--- src/rtl/display_page_scheduler.sv ---
// Round-robin sharing of the two display halves (A/B) between NUM_REQ requesters.
// Each grant shows one requester's values for DWELL_CYCLES clocks before re-arbitrating.
module display_page_scheduler #(
  parameter int NUM_WIDTH    = 8,
  parameter int NUM_REQ      = 4,
  parameter int REQ_W        = 2,
  parameter int DWELL_CYCLES = 100000000,
  parameter int CNT_W        = 27
) (
  input  logic                         i_clk,
  input  logic                         i_rst_n,
  input  logic [NUM_REQ-1:0]           i_req,
  input  logic [NUM_REQ*NUM_WIDTH-1:0] i_req_data_a,
  input  logic [NUM_REQ*NUM_WIDTH-1:0] i_req_data_b,
  input  logic                         i_hold,
  output logic [NUM_WIDTH-1:0]         o_number_a,
  output logic [NUM_WIDTH-1:0]         o_number_b,
  output logic [REQ_W-1:0]             o_owner,
  output logic                         o_owner_valid,
  output logic [NUM_REQ-1:0]           o_ack
);

  typedef enum logic {S_IDLE = 1'b0, S_SHOW = 1'b1} state_t;

  state_t                r_state;
  logic [CNT_W-1:0]      r_cnt;
  logic [REQ_W-1:0]      r_last;
  logic [REQ_W-1:0]      r_owner;
  logic [NUM_WIDTH-1:0]  r_number_a;
  logic [NUM_WIDTH-1:0]  r_number_b;
  logic                  r_owner_valid;
  logic [NUM_REQ-1:0]    r_ack;

  logic [NUM_WIDTH-1:0]  w_data_a [NUM_REQ];
  logic [NUM_WIDTH-1:0]  w_data_b [NUM_REQ];
  logic [REQ_W-1:0]      w_winner;
  logic                  w_any;
  logic                  w_grant;
  int                    w_idx;

  generate
    for (genvar gi = 0; gi < NUM_REQ; gi++) begin : g_unpack
      assign w_data_a[gi] = i_req_data_a[gi*NUM_WIDTH +: NUM_WIDTH];
      assign w_data_b[gi] = i_req_data_b[gi*NUM_WIDTH +: NUM_WIDTH];
    end
  endgenerate

  // Walk from farthest to nearest candidate so the last hit is the one just after r_last.
  always_comb begin
    w_any    = 1'b0;
    w_winner = '0;
    w_idx    = 0;
    for (int k = NUM_REQ; k >= 1; k--) begin
      w_idx = (int'(r_last) + k) % NUM_REQ;
      if (i_req[w_idx[REQ_W-1:0]]) begin
        w_any    = 1'b1;
        w_winner = w_idx[REQ_W-1:0];
      end
    end
  end

  assign w_grant = w_any && ((r_state == S_IDLE) || (!i_hold && (r_cnt == '0)));

  always_ff @(posedge i_clk or negedge i_rst_n) begin
    if (!i_rst_n) begin
      r_state       <= S_IDLE;
      r_cnt         <= '0;
      r_last        <= REQ_W'(NUM_REQ - 1);
      r_owner       <= '0;
      r_number_a    <= '0;
      r_number_b    <= '0;
      r_owner_valid <= 1'b0;
      r_ack         <= '0;
    end else begin
      r_ack <= '0;
      if (w_grant) begin
        r_state       <= S_SHOW;
        r_owner       <= w_winner;
        r_last        <= w_winner;
        r_number_a    <= w_data_a[w_winner];
        r_number_b    <= w_data_b[w_winner];
        r_owner_valid <= 1'b1;
        r_ack         <= NUM_REQ'(1) << w_winner;
        r_cnt         <= CNT_W'(DWELL_CYCLES - 1);
      end else if (r_state == S_SHOW) begin
        if (i_req[r_owner]) begin
          r_number_a <= w_data_a[r_owner];
          r_number_b <= w_data_b[r_owner];
        end
        if (!i_hold) begin
          if (r_cnt != '0) begin
            r_cnt <= r_cnt - 1'b1;
          end else begin
            // Nobody waiting: drop the grant but keep the last page on the display.
            r_state       <= S_IDLE;
            r_owner_valid <= 1'b0;
          end
        end
      end
    end
  end

  assign o_number_a    = r_number_a;
  assign o_number_b    = r_number_b;
  assign o_owner       = r_owner;
  assign o_owner_valid = r_owner_valid;
  assign o_ack         = r_ack;

endmodule
--- config.mk ---
export PLATFORM = sky130hd
export DESIGN_NAME = display_page_scheduler
export DESIGN_NICKNAME = d
export VERILOG_FILES = /design/src/rtl/display_page_scheduler.sv
export SDC_FILE = /design/constraint.sdc
export NUM_CORES = 1
export LEC_CHECK = 0
export BUFFER_PORTS_ARGS = -buffer_cell sky130_fd_sc_hd__buf_4
export CAP_MARGIN = 15
export CORE_ASPECT_RATIO = 0.8
export CORE_MARGIN = 4
export CORE_UTILIZATION = 30
export CTS_CLUSTER_SIZE = 28
export DETAILED_ROUTE_END_ITERATION = 10
export HOLD_SLACK_MARGIN = 0.05
export SLEW_MARGIN = 10
export SYNTH_ARGS = -nofsm -noshare
export SYNTH_HDL_FRONTEND = slang
export SYNTH_SLANG_ARGS = --single-unit
export TNS_END_PERCENT = 50
--- constraint.sdc ---
create_clock -name i_clk -period 2.04 [get_ports i_clk]
set_input_delay 0.408 -clock i_clk [delete_from_list [all_inputs] [get_ports i_clk]]
set_output_delay 0.408 -clock i_clk [all_outputs]
set_load 0.03 [all_outputs]
==> metrics.md <==
| Metric | Value |
|---|---|
| Status | `finished with violations` |
| Failing checks | `negative setup slack` |
| Post-synth EDFFs | `0` |
| Place WS | `-0.298 ns` |
| Worst-skew pair later-pin latency | `~0.29 ns` |
| Leakage | `roughly 2.2 nW` |
| Area of the mapped netlist | `between 0.003 and 0.004 mm2` |
| Synth Warn # | `0` |
| Final hold violation count | `0` |
| Total chip power | `~0.0037 W` |
| Rel. slew slack | `around 55%` |
| Final Cycle Share | `107%` |
| Routability cong. | `0.845` |
| FF-to-FF End | `r_cnt[25]` |
| Syn avg cell area | `between 10 and 15 um2` |
| Number of synthesized register bits | `53` |
| CTS tree | `done` |
| H-Tree Depth | `2` |
| Clock slew at reported path FFs | `0.07 ns` |
| HP Class | `input port to asynchronous set/reset pin` |
| Wirelength per Cell | `approximately 17 um` |
| Reg-to-reg slack, setup | `-0.14 ns` |
| WP data required | `between 2 and 2.5 ns` |
| CTS max path bufs | `2` |
| R2R cell count | `7` |
| Root buffer cell | `clkbuf_16` |
| Area of the multi-input gates | `~0.0023 mm2` |
| Antenna diode count | `0` |
| Hold slack | `approximately 0.16 ns` |
| Power per standard cell area | `just over 700 mW/mm2` |
| Largest net degree at the start of global routing | `54` |
| Vias post-DR | `about 3200` |
| Setup WS post-layout | `-0.139 ns` |
| Share of layout cells above drive strength 1 | `53.2%` |
| I/O pins | `94` |
| WS Path Type | `flop to flop` |
| FF+latch area | `between 0.001 and 0.0015 mm2` |
| Final Setup Violations | `32` |
| Via density | `a little over 5` |
| Worst Max-Slew Pin Slew | `0.678 ns` |
| CP arrival | `around 2.4 ns` |
| Max VDD drop | `roughly 400 uV` |
| First-pass GRT wire length | `approximately 16 mm` |
| Final #Nets | `around 550` |
| Fmax | `about 460 MHz` |
| Router iterations before antenna repair | `4` |
| Fraction of registers with async set/reset | `between 90% and 100%` |
| IO buf count | `a little over 90` |
| Initial core utilization | `roughly a third` |
| Yosys cell types | `50` |
| Num CTS Buffers | `5` |
| WL final | `10.3 mm` |
| GRT overflow | `0` |
| Drc violations | `0` |
| Die width | `around 130 um` |
| Crit path capture type | `flop` |
| Synth Instances | `322` |
| Die area | `roughly 0.013 mm2` |
| Final min period | `about 2.2 ns` |
| RR Startpoint | `r_cnt[14]` |
| GRT Overall Usage | `around 15%` |
| Worst Setup Start Kind | `flop` |
| RSZ-0062 raised after global routing | `yes` |
| # rows | `34` |
| Sink Count | `53` |
| Crit Path Max Fanout | `6` |
| Number of max-cap violations | `0` |
| Antenna viol nets, final | `0` |
| Final slew viol count | `0` |
| Syn Nets | `394` |
| Area Overhead vs Synth | `49.8%` |
| Hpwl dp | `approximately 7.6 mm` |
| Initial antenna violation count | `0` |
| Drt initial violations | `142` |
| Core Region | `0.0111 mm2` |
| Die height | `around 100 um` |
| Ys flop type | `dfrtp_1` |
| Clock Skews | `between 0.002 and 0.003 ns` |
| Vias in the first global route | `between 3000 and 4000` |
| Sequential cell area fraction in the yosys report | `a little under two fifths` |
| Layout Utilization | `47.0%` |
| Fillers | `1042` |
[repair_timing]
item	CTS	global route
resized for setup	33	34
pin swaps	12	21
setup endpoints to repair	52	51
hold buffers	0	0
gates cloned	1	0
buffers inserted	4	7
[power by group]
| group | switching [W] | internal, W | leakage [nW] |
|---|---|---|---|
| registers | 0.000147 | 0.00123 | 0.606 |
| clock network | 0.000395 | 0.000455 | 0.0621 |
| logic | 0.000722 | 0.000795 | 1.54 |
| total | 0.00126 | 0.00248 | 2.21 |
[worst max path at each step]
stage	slack, ns	end	depth (start not counted)	from
global placement	-0.21	o_number_a[7]	6	r_cnt[20]
global route	-0.28	r_cnt[19]	7	r_cnt[17]
finish	-0.14	r_cnt[25]	7	r_cnt[14]
detailed placement	-0.30	o_number_b[4]	6	r_cnt[20]
CTS	-0.06	o_ack[3]	6	r_cnt[20]
floorplan	-0.14	o_number_a[7]	7	r_cnt[20]
[layout make-up]
cell class	count	share of cell area (%)
Multi-Input combinational cell	247	43.1
Clock inverter	3	0.430
Sequential cell	53	25.4
Timing Repair Buffer	165	25.0
Tap cell	144	3.44
Clock buffer	5	2.39
Inverter	3	0.215
[synthesized netlist by cell type, types with 2 or more instances]
master,instances,area (um2)
nand4b_1,3,26.3
a31oi_1,3,18.8
nor3b_1,2,15.0
and3_1,8,50.1
nor2_1,20,75.1
a211o_1,2,17.5
buf_2,5,25.0
nand2_1,44,165
nand2b_1,4,25.0
buf_6,5,56.3
or3_1,5,31.3
o41ai_1,2,17.5
dfrtp_1,51,1280
o21ai_1,7,35.0
nor4_1,2,12.5
mux2i_1,17,170
nor3_1,10,50.1
buf_1,2,7.51
xnor2_1,5,43.8
nand3b_1,2,15.0
a211oi_1,2,15.0
dfstp_2,2,52.6
xor2_1,9,78.8
a21oi_1,12,60.1
mux4_2,33,743
clkbuf_1,7,26.3
and2_1,2,12.5
inv_1,3,11.3
nand3_1,11,55.1
nand4_1,2,12.5
o21ai_0,21,105
[worst max-delay path: stages (launching register included)]
cell     delay [ns]
dfrtp_1        0.40
nor2_1         0.38
nand3_1        0.28
buf_4          0.24
o31ai_4        0.35
a211o_1        0.23
o21ai_1        0.09
a21oi_2        0.14
[layout by cell type, fill, tap and decap left out, drive strengths merged, types with 2 or more instances in the layout]
master | Yosys | routed
mux4 | 33 | 33
nand2 | 45 | 45
nor3 | 10 | 10
nand4 | 2 | 2
nor2 | 21 | 21
or4 | 2 | 2
nand3b | 2 | 2
or3 | 6 | 6
and3 | 8 | 8
a211oi | 2 | 2
a31oi | 3 | 3
clkbuf | 7 | 5
nand4b | 3 | 3
xnor2 | 5 | 5
dfstp | 2 | 2
o21ai | 28 | 28
mux2i | 17 | 17
xor2 | 9 | 9
nand2b | 4 | 4
dfrtp | 51 | 51
buf | 12 | 165
inv | 3 | 3
o41ai | 3 | 3
nor3b | 2 | 2
a21oi | 12 | 12
and2 | 2 | 2
a211o | 2 | 2
clkinvlp | 0 | 3
nand3 | 11 | 11
nor4 | 3 | 3
[state kept, by name, indices dropped and copies added, names as in the netlist]
signal,flops
o_number_b,8
r_state,1
r_last,2
r_cnt,27
o_ack,4
o_owner_valid,1
o_owner,2
o_number_a,8
[metal layers]
metal	part of all wire, %	routed length [um]	global-route usage (%)
met5	0	0	0
met4	0.96	99	3.60
met3	6.5	663	3.42
met2	47	4850	23.9
met1	45	4660	20.4
[per-stage QoR]
stage	instances	setup TNS, ns	cell area [um2]
detailed placement	602	-7.67	4770
global route	620	-6.80	5240
floorplan	322	-3.73	3500
finish	620	-1.81	5240
global placement	602	-5.32	4770
CTS	615	-0.773	5080
[cell families after synthesis]
logic type                 synth area share, %
AOI/OAI and AO/OA                         10.3
and+or+nand+nor                           18.1
xor gates and xnor gates                  3.51
muxes                                     26.1
DFF                                       38.0
adders and majority gates                0.358
buffers and inverters                     3.61
Note: power is estimated with default switching activity, not from simulation.
